[config.mk]
export PLATFORM = sky130hd
export DESIGN_NAME = reg_bank_scheduler
export DESIGN_NICKNAME = d
export VERILOG_FILES = /design/src/rtl/reg_bank_pkg.sv /design/src/rtl/reg_bank_clear_seq.sv /design/src/rtl/reg_bank_scheduler.sv
export SDC_FILE = /design/constraint.sdc
export NUM_CORES = 1
export LEC_CHECK = 0
export ABC_AREA = 0
export ABC_CLOCK_PERIOD_IN_PS = 5200
export CAP_MARGIN = 25
export CORE_ASPECT_RATIO = 1.5
export CORE_MARGIN = 1
export CORE_UTILIZATION = 34
export DETAILED_ROUTE_END_ITERATION = 10
export GPL_ROUTABILITY_DRIVEN = 1
export GPL_TIMING_DRIVEN = 0
export PLACE_DENSITY_LB_ADDON = 0.15
export SLEW_MARGIN = 20
export SYNTH_ARGS = -nofsm -noshare
export SYNTH_HDL_FRONTEND = slang
export SYNTH_SLANG_ARGS = --single-unit
[constraint.sdc]
create_clock -name Clock -period 5.2 [get_ports Clock]
set_clock_uncertainty 0.05 [all_clocks]
set_input_delay 1.04 -clock Clock [delete_from_list [all_inputs] [get_ports Clock]]
set_output_delay 1.04 -clock Clock [all_outputs]
set_load 0.1 [all_outputs]
[src/rtl/reg_bank_pkg.sv]
// Shared constants and state encoding for the register-bank scheduler.
package reg_bank_pkg;

    localparam int NUM_REGS = 32;
    localparam int ADDR_W   = 5;
    localparam int DATA_W   = 32;

    // R0 is hardwired to zero inside the bank itself.
    localparam logic [ADDR_W-1:0] R0       = '0;
    localparam logic [ADDR_W-1:0] LAST_REG = ADDR_W'(NUM_REGS - 1);

    typedef enum logic {
        CLEAR = 1'b0,
        RUN   = 1'b1
    } sched_state_t;

endpackage : reg_bank_pkg

[src/rtl/reg_bank_clear_seq.sv]
// Post-reset zero-fill sequencer: walks R1..R(NUM_REGS-1), writing 0 to each.
module reg_bank_clear_seq
    import reg_bank_pkg::*;
(
    input  logic              Clock,
    input  logic              Reset,
    output logic              clrWrite,
    output logic [ADDR_W-1:0] clrAddr,
    output logic [DATA_W-1:0] clrData,
    output logic              clrLast,
    output logic              clrDone
);

    logic [ADDR_W-1:0] pointer;
    logic              done;

    // Pointer advances once per cycle until the last register has been written.
    // NOTE: sequential state is updated with <= so every flop samples pre-edge values.
    always_ff @(posedge Clock or posedge Reset) begin
        if (Reset) begin
            pointer <= ADDR_W'(1);
            done    <= 1'b0;
        end else if (!done) begin
            if (pointer == LAST_REG) begin
                done <= 1'b1;
            end else begin
                pointer <= pointer + ADDR_W'(1);
            end
        end
    end

    assign clrWrite = !done;
    assign clrAddr  = pointer;
    assign clrData  = '0;
    assign clrLast  = !done && (pointer == LAST_REG);
    assign clrDone  = done;

endmodule : reg_bank_clear_seq

[src/rtl/reg_bank_scheduler.sv]
// Shares the register bank between the core datapath and a debug port,
// after first zero-filling R1..R31. The core has priority, but a pending
// debug request is granted after at most STARVE_LIMIT cycles of waiting.
module reg_bank_scheduler
    import reg_bank_pkg::*;
#(
    parameter int STARVE_LIMIT = 4
)
(
    input  logic              Clock,
    input  logic              Reset,
    // core side
    input  logic              core_active,
    input  logic              core_regWrite,
    input  logic [ADDR_W-1:0] core_regEscrita,
    input  logic [DATA_W-1:0] core_DadosEscrita,
    input  logic [ADDR_W-1:0] core_regLeitura1,
    input  logic [ADDR_W-1:0] core_regLeitura2,
    output logic              core_stall,
    output logic              init_done,
    // debug side
    input  logic              dbg_valid,
    input  logic              dbg_write,
    input  logic [ADDR_W-1:0] dbg_addr,
    input  logic [DATA_W-1:0] dbg_wdata,
    output logic              dbg_ready,
    output logic [DATA_W-1:0] dbg_rdata,
    output logic              dbg_rvalid,
    // bank side
    output logic              regWrite,
    output logic [ADDR_W-1:0] regEscrita,
    output logic [DATA_W-1:0] DadosEscrita,
    output logic [ADDR_W-1:0] regLeitura1,
    output logic [ADDR_W-1:0] regLeitura2,
    input  logic [DATA_W-1:0] DadosLeitura2
);

    localparam int               CNT_W   = $clog2(STARVE_LIMIT + 1);
    localparam logic [CNT_W-1:0] CNT_MAX = CNT_W'(STARVE_LIMIT);

    sched_state_t      state;
    sched_state_t      nextState;
    logic [CNT_W-1:0]  starveCnt;
    logic              dbgGrant;
    logic              dbgReadGrant;

    logic              clrWrite;
    logic [ADDR_W-1:0] clrAddr;
    logic [DATA_W-1:0] clrData;
    logic              clrLast;
    logic              clrDone;

    reg_bank_clear_seq u_clear_seq (
        .Clock    (Clock),
        .Reset    (Reset),
        .clrWrite (clrWrite),
        .clrAddr  (clrAddr),
        .clrData  (clrData),
        .clrLast  (clrLast),
        .clrDone  (clrDone)
    );

    // Debug wins when the core is idle, or when it has waited out the starvation limit.
    // Gated with Reset so a grant can never be seen while reset is asserted.
    assign dbgGrant     = !Reset && (state == RUN) && dbg_valid &&
                          (!core_active || (starveCnt == CNT_MAX));
    assign dbgReadGrant = dbgGrant && !dbg_write;

    assign init_done = clrDone;

    // State register.
    always_ff @(posedge Clock or posedge Reset) begin
        if (Reset) begin
            state <= CLEAR;
        end else begin
            state <= nextState;
        end
    end

    // Next state: leave CLEAR once the last register is being written.
    always_comb begin
        nextState = state;
        if ((state == CLEAR) && clrLast) begin
            nextState = RUN;
        end
    end

    // Starvation counter: counts cycles a debug request waits behind the core.
    always_ff @(posedge Clock or posedge Reset) begin
        if (Reset) begin
            starveCnt <= '0;
        end else if ((state != RUN) || dbgGrant || !dbg_valid) begin
            starveCnt <= '0;
        end else if (starveCnt != CNT_MAX) begin
            starveCnt <= starveCnt + CNT_W'(1);
        end
    end

    // Debug read data is captured at the grant edge and flagged one cycle later.
    always_ff @(posedge Clock or posedge Reset) begin
        if (Reset) begin
            dbg_rdata  <= '0;
            dbg_rvalid <= 1'b0;
        end else begin
            dbg_rvalid <= dbgReadGrant;
            if (dbgReadGrant) begin
                dbg_rdata <= DadosLeitura2;
            end
        end
    end

    // Output mux: clear sequencer, core pass-through, or debug override.
    // Reset forces the quiet values combinationally so the bank stops writing at once.
    // NOTE: every output gets a default first so no path through this block infers a latch.
    always_comb begin
        core_stall   = 1'b1;
        dbg_ready    = 1'b0;
        regWrite     = 1'b0;
        regEscrita   = core_regEscrita;
        DadosEscrita = core_DadosEscrita;
        regLeitura1  = core_regLeitura1;
        regLeitura2  = core_regLeitura2;
        if (!Reset) begin
            case (state)
                CLEAR: begin
                    regWrite     = clrWrite;
                    regEscrita   = clrAddr;
                    DadosEscrita = clrData;
                end
                RUN: begin
                    if (dbgGrant) begin
                        // Core write is dropped; the stalled core re-issues it next cycle.
                        dbg_ready    = 1'b1;
                        core_stall   = core_active;
                        regWrite     = dbg_write;
                        regEscrita   = dbg_addr;
                        DadosEscrita = dbg_wdata;
                        regLeitura2  = dbg_addr;
                    end else begin
                        core_stall   = 1'b0;
                        regWrite     = core_regWrite;
                    end
                end
                default: ;
            endcase
        end
    end

endmodule : reg_bank_scheduler

Word-level counts from Yosys, hierarchy flattened
Index checks and enable logic that the tools add are counted.

Bits in registers: 43. Input bits: 122. Output and inout port bits: 84. Logic and storage cells: 52.

Add/sub/neg operators: 2. Equal/unequal tests: 3. Multiplexer cells: 22. Bitwise operators: 3. Reductions and logical operators: 16.

Operator list (number): 2-to-1 mux 32 bit (2); one-hot mux 32 bit (2 select lines) (1); 2-to-1 mux 5 bit (5); 2-to-1 mux 1 bit (10); one-hot mux 5 bit (2 select lines) (1); logical AND 1 bit (6); 2-to-1 mux 3 bit (2); adder 5 x 1 -> 5 bit (second input constant) (1); equality test 5 bit (second input constant) (1); logical NOT 1 bit (5); adder 3 x 1 -> 3 bit (second input constant) (1); equality test 3 bit (second input constant) (1); logical OR 1 bit (3); inequality test 3 bit (second input constant) (1); inverter 1 bit (3); one-hot mux 1 bit (2 select lines) (1); AND reduction 2 bit (1); nonzero test 2 bit (1).

Logic depth before layout (Yosys ltp)
Gate-level depths: netlist (run 1).

Depth in word-level cells: 7. Mapped depth: 6. Gate-level depth less buffers: 6.

Cells and area by module
From an unflattened synthesis (run 1), not the netlist that was laid out.

Cell total of the unflattened synthesis: 266. Area, all modules: 2921.6 sq um.

Modules (own cells, without submodules): reg_bank_scheduler (instances 1, cells each 212, area each 2398.6 sq um, sequential area each 925.9 sq um); reg_bank_clear_seq (instances 1, cells each 54, area each 523.0 sq um, sequential area each 151.4 sq um).

Worst setup path before layout (run 1)
OpenSTA, ideal clock, no wires.

Path kind: input-to-output. Start point: input port Reset. End point: output port regWrite. Arrival: 4.762 ns. Data required time: 4.110 ns. Slack: -0.652 ns. Stages: 4. Path buffers: 1. Cell sequence: buf_2 -> inv_1 -> nand4_1 -> a311oi_1.

Cells in the longest elaborated chain, start to end: 7.

RTL lines: from (decl) (RTL line reg_bank_scheduler.sv:11) `input logic Reset,`; logical NOT 1 bit; logical AND 1 bit (3 in a row) (RTL line reg_bank_scheduler.sv:65) `assign dbgGrant = !Reset && (state == RUN) && dbg_valid &&`; 2-to-1 mux 1 bit (RTL line reg_bank_scheduler.sv:131) `if (dbgGrant) begin`; one-hot mux 1 bit (2 select lines) (RTL line reg_bank_scheduler.sv:124) `case (state)`; 2-to-1 mux 1 bit (*) (RTL line reg_bank_scheduler.sv:123) `if (!Reset) begin`; to (decl) (RTL line reg_bank_scheduler.sv:30) `output logic regWrite,`.

Every way passes the cells marked *; elsewhere a longest branch is shown, timed or not.

Final worst setup path (run 1)
Start point: input port dbg_valid. End point: output port DadosEscrita[7].

Cells in the longest elaborated chain, start to end: 5.

RTL lines: from (decl) (RTL line reg_bank_scheduler.sv:22) `input logic dbg_valid,`; logical AND 1 bit (2 in a row) (RTL line reg_bank_scheduler.sv:65); 2-to-1 mux 32 bit (RTL line reg_bank_scheduler.sv:131); one-hot mux 32 bit (2 select lines) (RTL line reg_bank_scheduler.sv:124); 2-to-1 mux 32 bit (RTL line reg_bank_scheduler.sv:123); to (decl) (RTL line reg_bank_scheduler.sv:32) `output logic [DATA_W-1:0] DadosEscrita,`.

No other way between the ends.

==> metrics.md, run 1 <==
| Metric | Value |
|---|---|
| Vias | 2351 |
| Post-Syn Area | 2320 um^2 |
| Layout cell share with drive strength beyond 1 | 17.68% |
| DRT Pass-1 Iters | 4 |
| Final setup violating endpoints | 0 |
| DR DRC count | 0 |
| Cell mode on critical path | clkdlybuf4s50_1 |
| Post-CTS setup buffer count | 0 |
| Core Rows | 36 |
| Crit path kind | primary input to primary output |
| Max frequency | 0.1990 GHz |
| Setup ws final | 175.6 ps |
| Status | complete, no violations |
| GPL Wtd Cong | 0.7673 |
| Critical path, cell by cell | clkdlybuf4s50_1, nand2_2, nor3_4, clkbuf_1, a22o_1, clkdlybuf4s50_1 |
| Arrival @ worst endpoint | 3930 ps |
| Maximum number of pins on one net before global-route repair | 30 |
| Netlist cell types | 37 |
| Worst-margin pin slew | 1011 ps |
| Slowest CP cell | clkdlybuf4s50_1 |
| Cells after synthesis | 188 |
| Max capacitance violation total | 0 |
| Post-synthesis sequential area ratio | 46.44% |
| Post-cts sizing count | 0 |
| Final hold slack | 459.5 ps |
| DIE WIDTH | 69.44 um |
| Leakage power | 1.912 nW |
| Total congestion overflow | 0 |
| CORE AREA | 6531 um^2 |
| RSZ-0062 raised after global routing | false |
| Slowest stage delay, CP | 1160 ps |
| #FFs+latches synth | 43 |
| Vias per inst | 4.981 |
| Clock sink count | 43 |
| Average wire per standard cell | 17.33 um |
| Clk slew on worst S/H paths | 70 ps |
| Initial drt markers | 39 |
| Root buf cell | clkbuf_8 |
| Die ar. | 7164 um^2 |
| Vias in the first global route | 2387 |
| Total I/O pin count | 206 |
| CTS buffer count | 5 |
| Critical Path End Type | primary output |
| Fin area | 4533 um^2 |
| Hold Buf Count CTS | 0 |
| YS warnings | 0 |
| Critical Path Fanout Max | 10 |
| Clk_lat worst skew | 280 ps |
| Max-slew violations | 0 |
| CTS tree | built |
| Starting Density | 35.52% |
| Fin. Hold Viols | 0 |
| CP delay by family, top | buffers and inverters |
| Area grow syn2layout | 95.42% |
| Power per cell area | 338.3 nW/um^2 |
| Routed Antenna Nets | 0 |
| Synth Area per Inst | 12.34 um^2 |
| Worst min-delay path category | register to register |
| Final cell utilization of the core | 69.41% |
| Syn nets | 314 |
| DP Area | 4433 um^2 |
| HPWL Detailed | 6.869 mm |
| Tot GR Track Use | 22.29% |
| Setup WS pre-CTS | 154.4 ps |
| Tmin final | 5024 ps |
| First-pass GRT wire length | 12.30 mm |
| Number of buffers and inverters on the critical path | 3 |
| Htree depth | 2 |
| Max IR drop VDD | 264.5 uV |
| WP data required | 4110 ps |
| Relative slew margins | 32.42% |
| Part of the cycle the worst path needs | 96.62% |
| IO Port Bufs | 199 |
| Initial antenna violation count | 0 |
| Die height | 103.2 um |
| Clock Tree Buf Depth | 2 |
| Drt total wl | 8.181 mm |
| R2R setup slack | 3150 ps |
| CP Launch Type | primary input |
| # diodes | 0 |
| Nets | 521 |
==> layer usage <==
layer	part of all wire [%]	up-vias	GRT usage [%]
met2	47	141	38.01
li1	-	1114	-
met5	0	-	0
met3	13	13	10.26
met1	38	1083	24.12
met4	2.5	0	8.948
==> power by group <==
| part | internal (mW) | total [mW] | switching, mW |
|---|---|---|---|
| Sequential | 0.381 | 0.405 | 0.0239 |
| Combinational | 0.260 | 0.904 | 0.643 |
| Clock | 0.121 | 0.225 | 0.104 |
==> cell usage in the layout, fill, tap and decap left out, drive strengths merged <==
cell type | netlist | layout
clkdlybuf4s50 | 0 | 199
dfrtp | 42 | 42
mux2 | 38 | 38
a22o | 33 | 33
buf | 15 | 16
clkbuf | 2 | 10
inv | 6 | 6
nand2 | 6 | 6
and2 | 4 | 4
a221o | 4 | 4
ha | 4 | 4
nor3 | 4 | 4
o21ai | 3 | 3
nor2 | 3 | 3
xnor2 | 3 | 3
nand4 | 2 | 2
nand3 | 2 | 2
a21boi | 2 | 2
nor4 | 2 | 2
nand3b | 1 | 1
a21o | 1 | 1
a21bo | 1 | 1
a31oi | 1 | 1
a21oi | 1 | 1
or3 | 1 | 1
and3 | 1 | 1
o21bai | 1 | 1
nand2b | 1 | 1
a311oi | 1 | 1
mux2i | 1 | 1
xor2 | 1 | 1
dfstp | 1 | 1
==> cells in the mapped netlist (all sizes together) <==
master / n / area [um^2]
a21bo: 1 / 10.01
a21boi: 2 / 18.77
a21o: 1 / 7.510
a21oi: 1 / 5.000
a221o: 4 / 40.04
a22o: 33 / 289.0
a311oi: 1 / 8.760
a31oi: 1 / 12.51
and2: 4 / 25.02
and3: 1 / 6.260
buf: 15 / 106.4
clkbuf: 2 / 7.510
dfrtp: 42 / 1051
dfstp: 1 / 26.28
ha: 4 / 50.05
inv: 6 / 22.52
mux2: 38 / 427.9
mux2i: 1 / 10.01
nand2: 6 / 25.03
nand2b: 1 / 6.260
nand3: 2 / 10.01
nand3b: 1 / 7.510
nand4: 2 / 12.51
nor2: 3 / 11.26
nor3: 4 / 31.28
nor4: 2 / 27.53
o21ai: 3 / 15.01
o21bai: 1 / 7.510
or3: 1 / 6.260
xnor2: 3 / 26.28
xor2: 1 / 8.760
==> registers in the layout, indices dropped and copies added (netlist names) <==
register / count
u_clear_seq.clrDone: 1
dbg_rdata: 32
state: 1
dbg_rvalid: 1
u_clear_seq.clrAddr: 5
starveCnt: 3
==> cell families (layout without fill, tap and decap cells) <==
kind of cell	Yosys count	after routing	synth area share, %
flops	43	43	46.44
buf+inv	23	231	5.879
compound gates	48	48	17.85
mux	39	39	18.88
xor+xnor	4	4	1.511
fa+ha+maj	4	4	2.158
simple gates	27	27	7.282
==> path summary, 6_finish.rpt <==
| kind | from | end | cells past startpoint |
|---|---|---|---|
| max | dbg_valid | DadosEscrita[7] | 6 |
| min | dbg_rdata[22] | dbg_rdata[22] | 1 |
| max reg2reg | starveCnt[0] | dbg_rdata[28] | 6 |
| min reg2reg | dbg_rdata[22] | dbg_rdata[22] | 1 |
| max in group asynchronous | Reset | dbg_rdata[6] | 3 |
| min in group asynchronous | Reset | dbg_rdata[8] | 2 |
==> final cells by class <==
| type | count | area [um^2] |
|---|---|---|
| Tap cell | 76 | 95.09 |
| Sequential cell | 43 | 1077 |
| Multi-Input combinational cell | 122 | 1112 |
| Fill cell | 525 | 1998 |
| Clock buffer | 8 | 100.1 |
| Buffer | 17 | 113.9 |
| Timing Repair Buffer | 200 | 2012 |
| Inverter | 6 | 22.52 |
==> metrics by stage <==
step                      std cells  power [mW]  setup TNS, ps
after CTS                       472       1.549              0
after global placement          463       1.306         -15700
after floorplan                 188       1.056              0
after global routing            472       1.585              0
after detailed placement        464       1.317              0
final                           472       1.533              0
==> worst register-to-register path, delay by kind of cell, from the launching register on <==
| family | cells | cell delay (ps) |
|---|---|---|
| simple gates | 1 | 490 |
| flops | 1 | 410 |
| mux | 1 | 340 |
| buf+inv | 2 | 300 |
| fa+ha+maj | 1 | 230 |
| compound gates | 1 | 130 |
(Power assumes the default switching activity.)
==> run 2, diff against run 1 <==
--- a/config.mk
+++ b/config.mk
@@ -9,7 +9,7 @@
 export ABC_CLOCK_PERIOD_IN_PS = 5200
 export CAP_MARGIN = 25
 export CORE_ASPECT_RATIO = 1.5
-export CORE_MARGIN = 1
+export CORE_MARGIN = 2
 export CORE_UTILIZATION = 34
 export DETAILED_ROUTE_END_ITERATION = 10
 export GPL_ROUTABILITY_DRIVEN = 1
==> run 2 against run 1 <==
Net effect: non-clock buffer count did not move; via count fell by 0.21%; final cell count rose by 0.21%; sequential power barely moved; core utilization rose by 0.13 points; clock power fell by 12%; worst setup slack improved by 9.2 ps; total power fell by 1.6%.
==> metrics.md, run 2 (same netlist as run 1, synthesis figures left out) <==
| Metric | Value |
|---|---|
| DRT Pass-1 Iters | 4 |
| Nets | 521 |
| Fillers | 529 |
| WP data required | 4110 ps |
| Max frequency | 0.1994 GHz |
| Cell mode on critical path | clkdlybuf4s50_1 |
| First-pass GRT wire length | 13.02 mm |
| Clock sink count | 43 |
| Worst min-delay path category | register to register |
| Critical Path Fanout Max | 10 |
| Power share of the combinational group | 60.0% |
| RSZ-0062 raised after global routing | false |
| Clock Tree Buf Depth | 2 |
| Maximum number of pins on one net before global-route repair | 35 |
| Max capacitance violation total | 0 |
| Final setup violating endpoints | 0 |
| IO Port Bufs | 199 |
| CP Launch Type | primary input |
| DIE WIDTH | 71.44 um |
| Routed Antenna Nets | 0 |
| Starting Density | 35.52% |
| Drt total wl | 8.601 mm |
| GPL Wtd Cong | 0.8014 |
| Core Rows | 36 |
| CTS tree | built |
| Setup ws final | 184.7 ps |
| Reg with most FFs | dbg_rdata |
| Htree depth | 2 |
| Vias per inst | 4.960 |
| Fin. Hold Viols | 0 |
| Max-slew violations | 0 |
| Leakage power | 2.000 nW |
| Power per cell area | 332.2 nW/um^2 |
| Part of the cycle the worst path needs | 96.45% |
| Net Sw Frac | 51.31% |
| Layout cell share with drive strength beyond 1 | 17.42% |
| Placed cell count | 464 |
| Clk_lat worst skew | 280 ps |
| Setup WS pre-CTS | 143.4 ps |
| Initial drt markers | 56 |
| Post-CTS setup buffer count | 0 |
| HPWL Detailed | 7.205 mm |
| Relative slew margins | 30.01% |
| Total I/O pin count | 206 |
| Max FFs per register | 32 |
| Initial antenna violation count | 2 |
| CTS buffer count | 5 |
| Hold Buf Count CTS | 0 |
| Post-cts sizing count | 0 |
| Clock power share | 13.2% |
| Crit path kind | primary input to primary output |
| DR DRC count | 0 |
| Final cell utilization of the core | 69.54% |
| Cell Count, Final, Fillers Out | 473 |
| TNS Setup | 0 ps |
| Critical path, cell by cell | clkdlybuf4s50_1, nand2_2, nor3_4, clkbuf_1, a22o_1, clkdlybuf4s50_1 |
| Slowest CP cell | clkdlybuf4s50_1 |
| Commonest cells after routing, fill and taps aside | clkdlybuf4s50_1 (189), dfrtp_1 (42), mux2_2 (38) |
| Reg power frac | 26.8% |
| Die height | 105.2 um |
| Max IR drop VDD | 245.0 uV |
| Vias in the first global route | 2372 |
| Critical Path End Type | primary output |
| Internal power | 0.7348 mW |
| Area grow syn2layout | 95.79% |
| Vias | 2346 |
| Tmin final | 5015 ps |
| Worst-margin pin slew | 1047 ps |
| Total congestion overflow | 0 |
| Clk slew on worst S/H paths | 70 ps |
| Root buf cell | clkbuf_8 |
| Commonest non-fill, non-tap cell in the layout | clkdlybuf4s50_1 |
| Net switching power figure | 0.7742 mW |
| CORE AREA | 6531 um^2 |
| Arrival @ worst endpoint | 3930 ps |
| Status | complete, no violations |
| Average wire per standard cell | 18.18 um |
| Slowest stage delay, CP | 1130 ps |
| Tot GR Track Use | 22.33% |
| Die ar. | 7513 um^2 |
run 2: worst max-delay path, delay by kind of cell:
family / cells / cell delay [ps]
buffers and inverters: 3 / 2130
AND/OR/NAND/NOR: 2 / 530
AO/OA/AOI/OAI: 1 / 220
run 2: path summary, 6_finish.rpt:
path | startpoint | to | slack (ps) | depth (start not counted)
min in group asynchronous | Reset | starveCnt[2] | 750 | 2
hold reg to reg | dbg_rdata[13] | dbg_rdata[13] | 460 | 1
setup reg to reg | starveCnt[0] | dbg_rdata[7] | 3130 | 6
hold / removal | dbg_rdata[13] | dbg_rdata[13] | 460 | 1
setup / recovery | dbg_valid | DadosEscrita[19] | 180 | 6
max in group asynchronous | Reset | u_clear_seq.clrAddr[0] | 3820 | 3
run 2: stage by stage:
step                      area (um^2)  power (mW)  hold slack, ps
after floorplan                  2326       1.056           409.8
after global placement           4413       1.309           438.3
after detailed placement         4433       1.319           445.2
after CTS                        4514       1.524           461.7
after global routing             4539       1.560           470.8
final                            4542       1.509           458.9
run 2: routing by layer:
| metal | wire length [um] | track usage [%] |
|---|---|---|
| met1 | 3214 | 25.34 |
| met2 | 4279 | 38.76 |
| met3 | 1024 | 9.065 |
| met4 | 69 | 4.852 |
| met5 | 12 | 0 |
run 2: layout make-up:
class / instances / area (um^2) / share of cell area (%)
flip-flops and latches: 43 / 1077 / 23.72
inverters: 6 / 22.52 / 0.4959
repair buffers: 200 / 2037 / 44.85
plain buffers: 17 / 113.9 / 2.507
well taps: 76 / 95.09 / 2.094
clock buffers: 7 / 76.32 / 1.680
diodes: 1 / 2.502 / 0.05510
clock inverters: 1 / 5.005 / 0.1102
multi-input cells: 122 / 1112 / 24.49
run 2: power by group through the flow:
stage               logic [mW]  clock network, mW  registers, mW
floorplan                0.319                  0          0.737
global placement         0.900                  0          0.408
detailed placement       0.908                  0          0.412
CTS                      0.909              0.209          0.405
global route             0.928              0.221          0.411
finish                   0.905              0.199          0.405
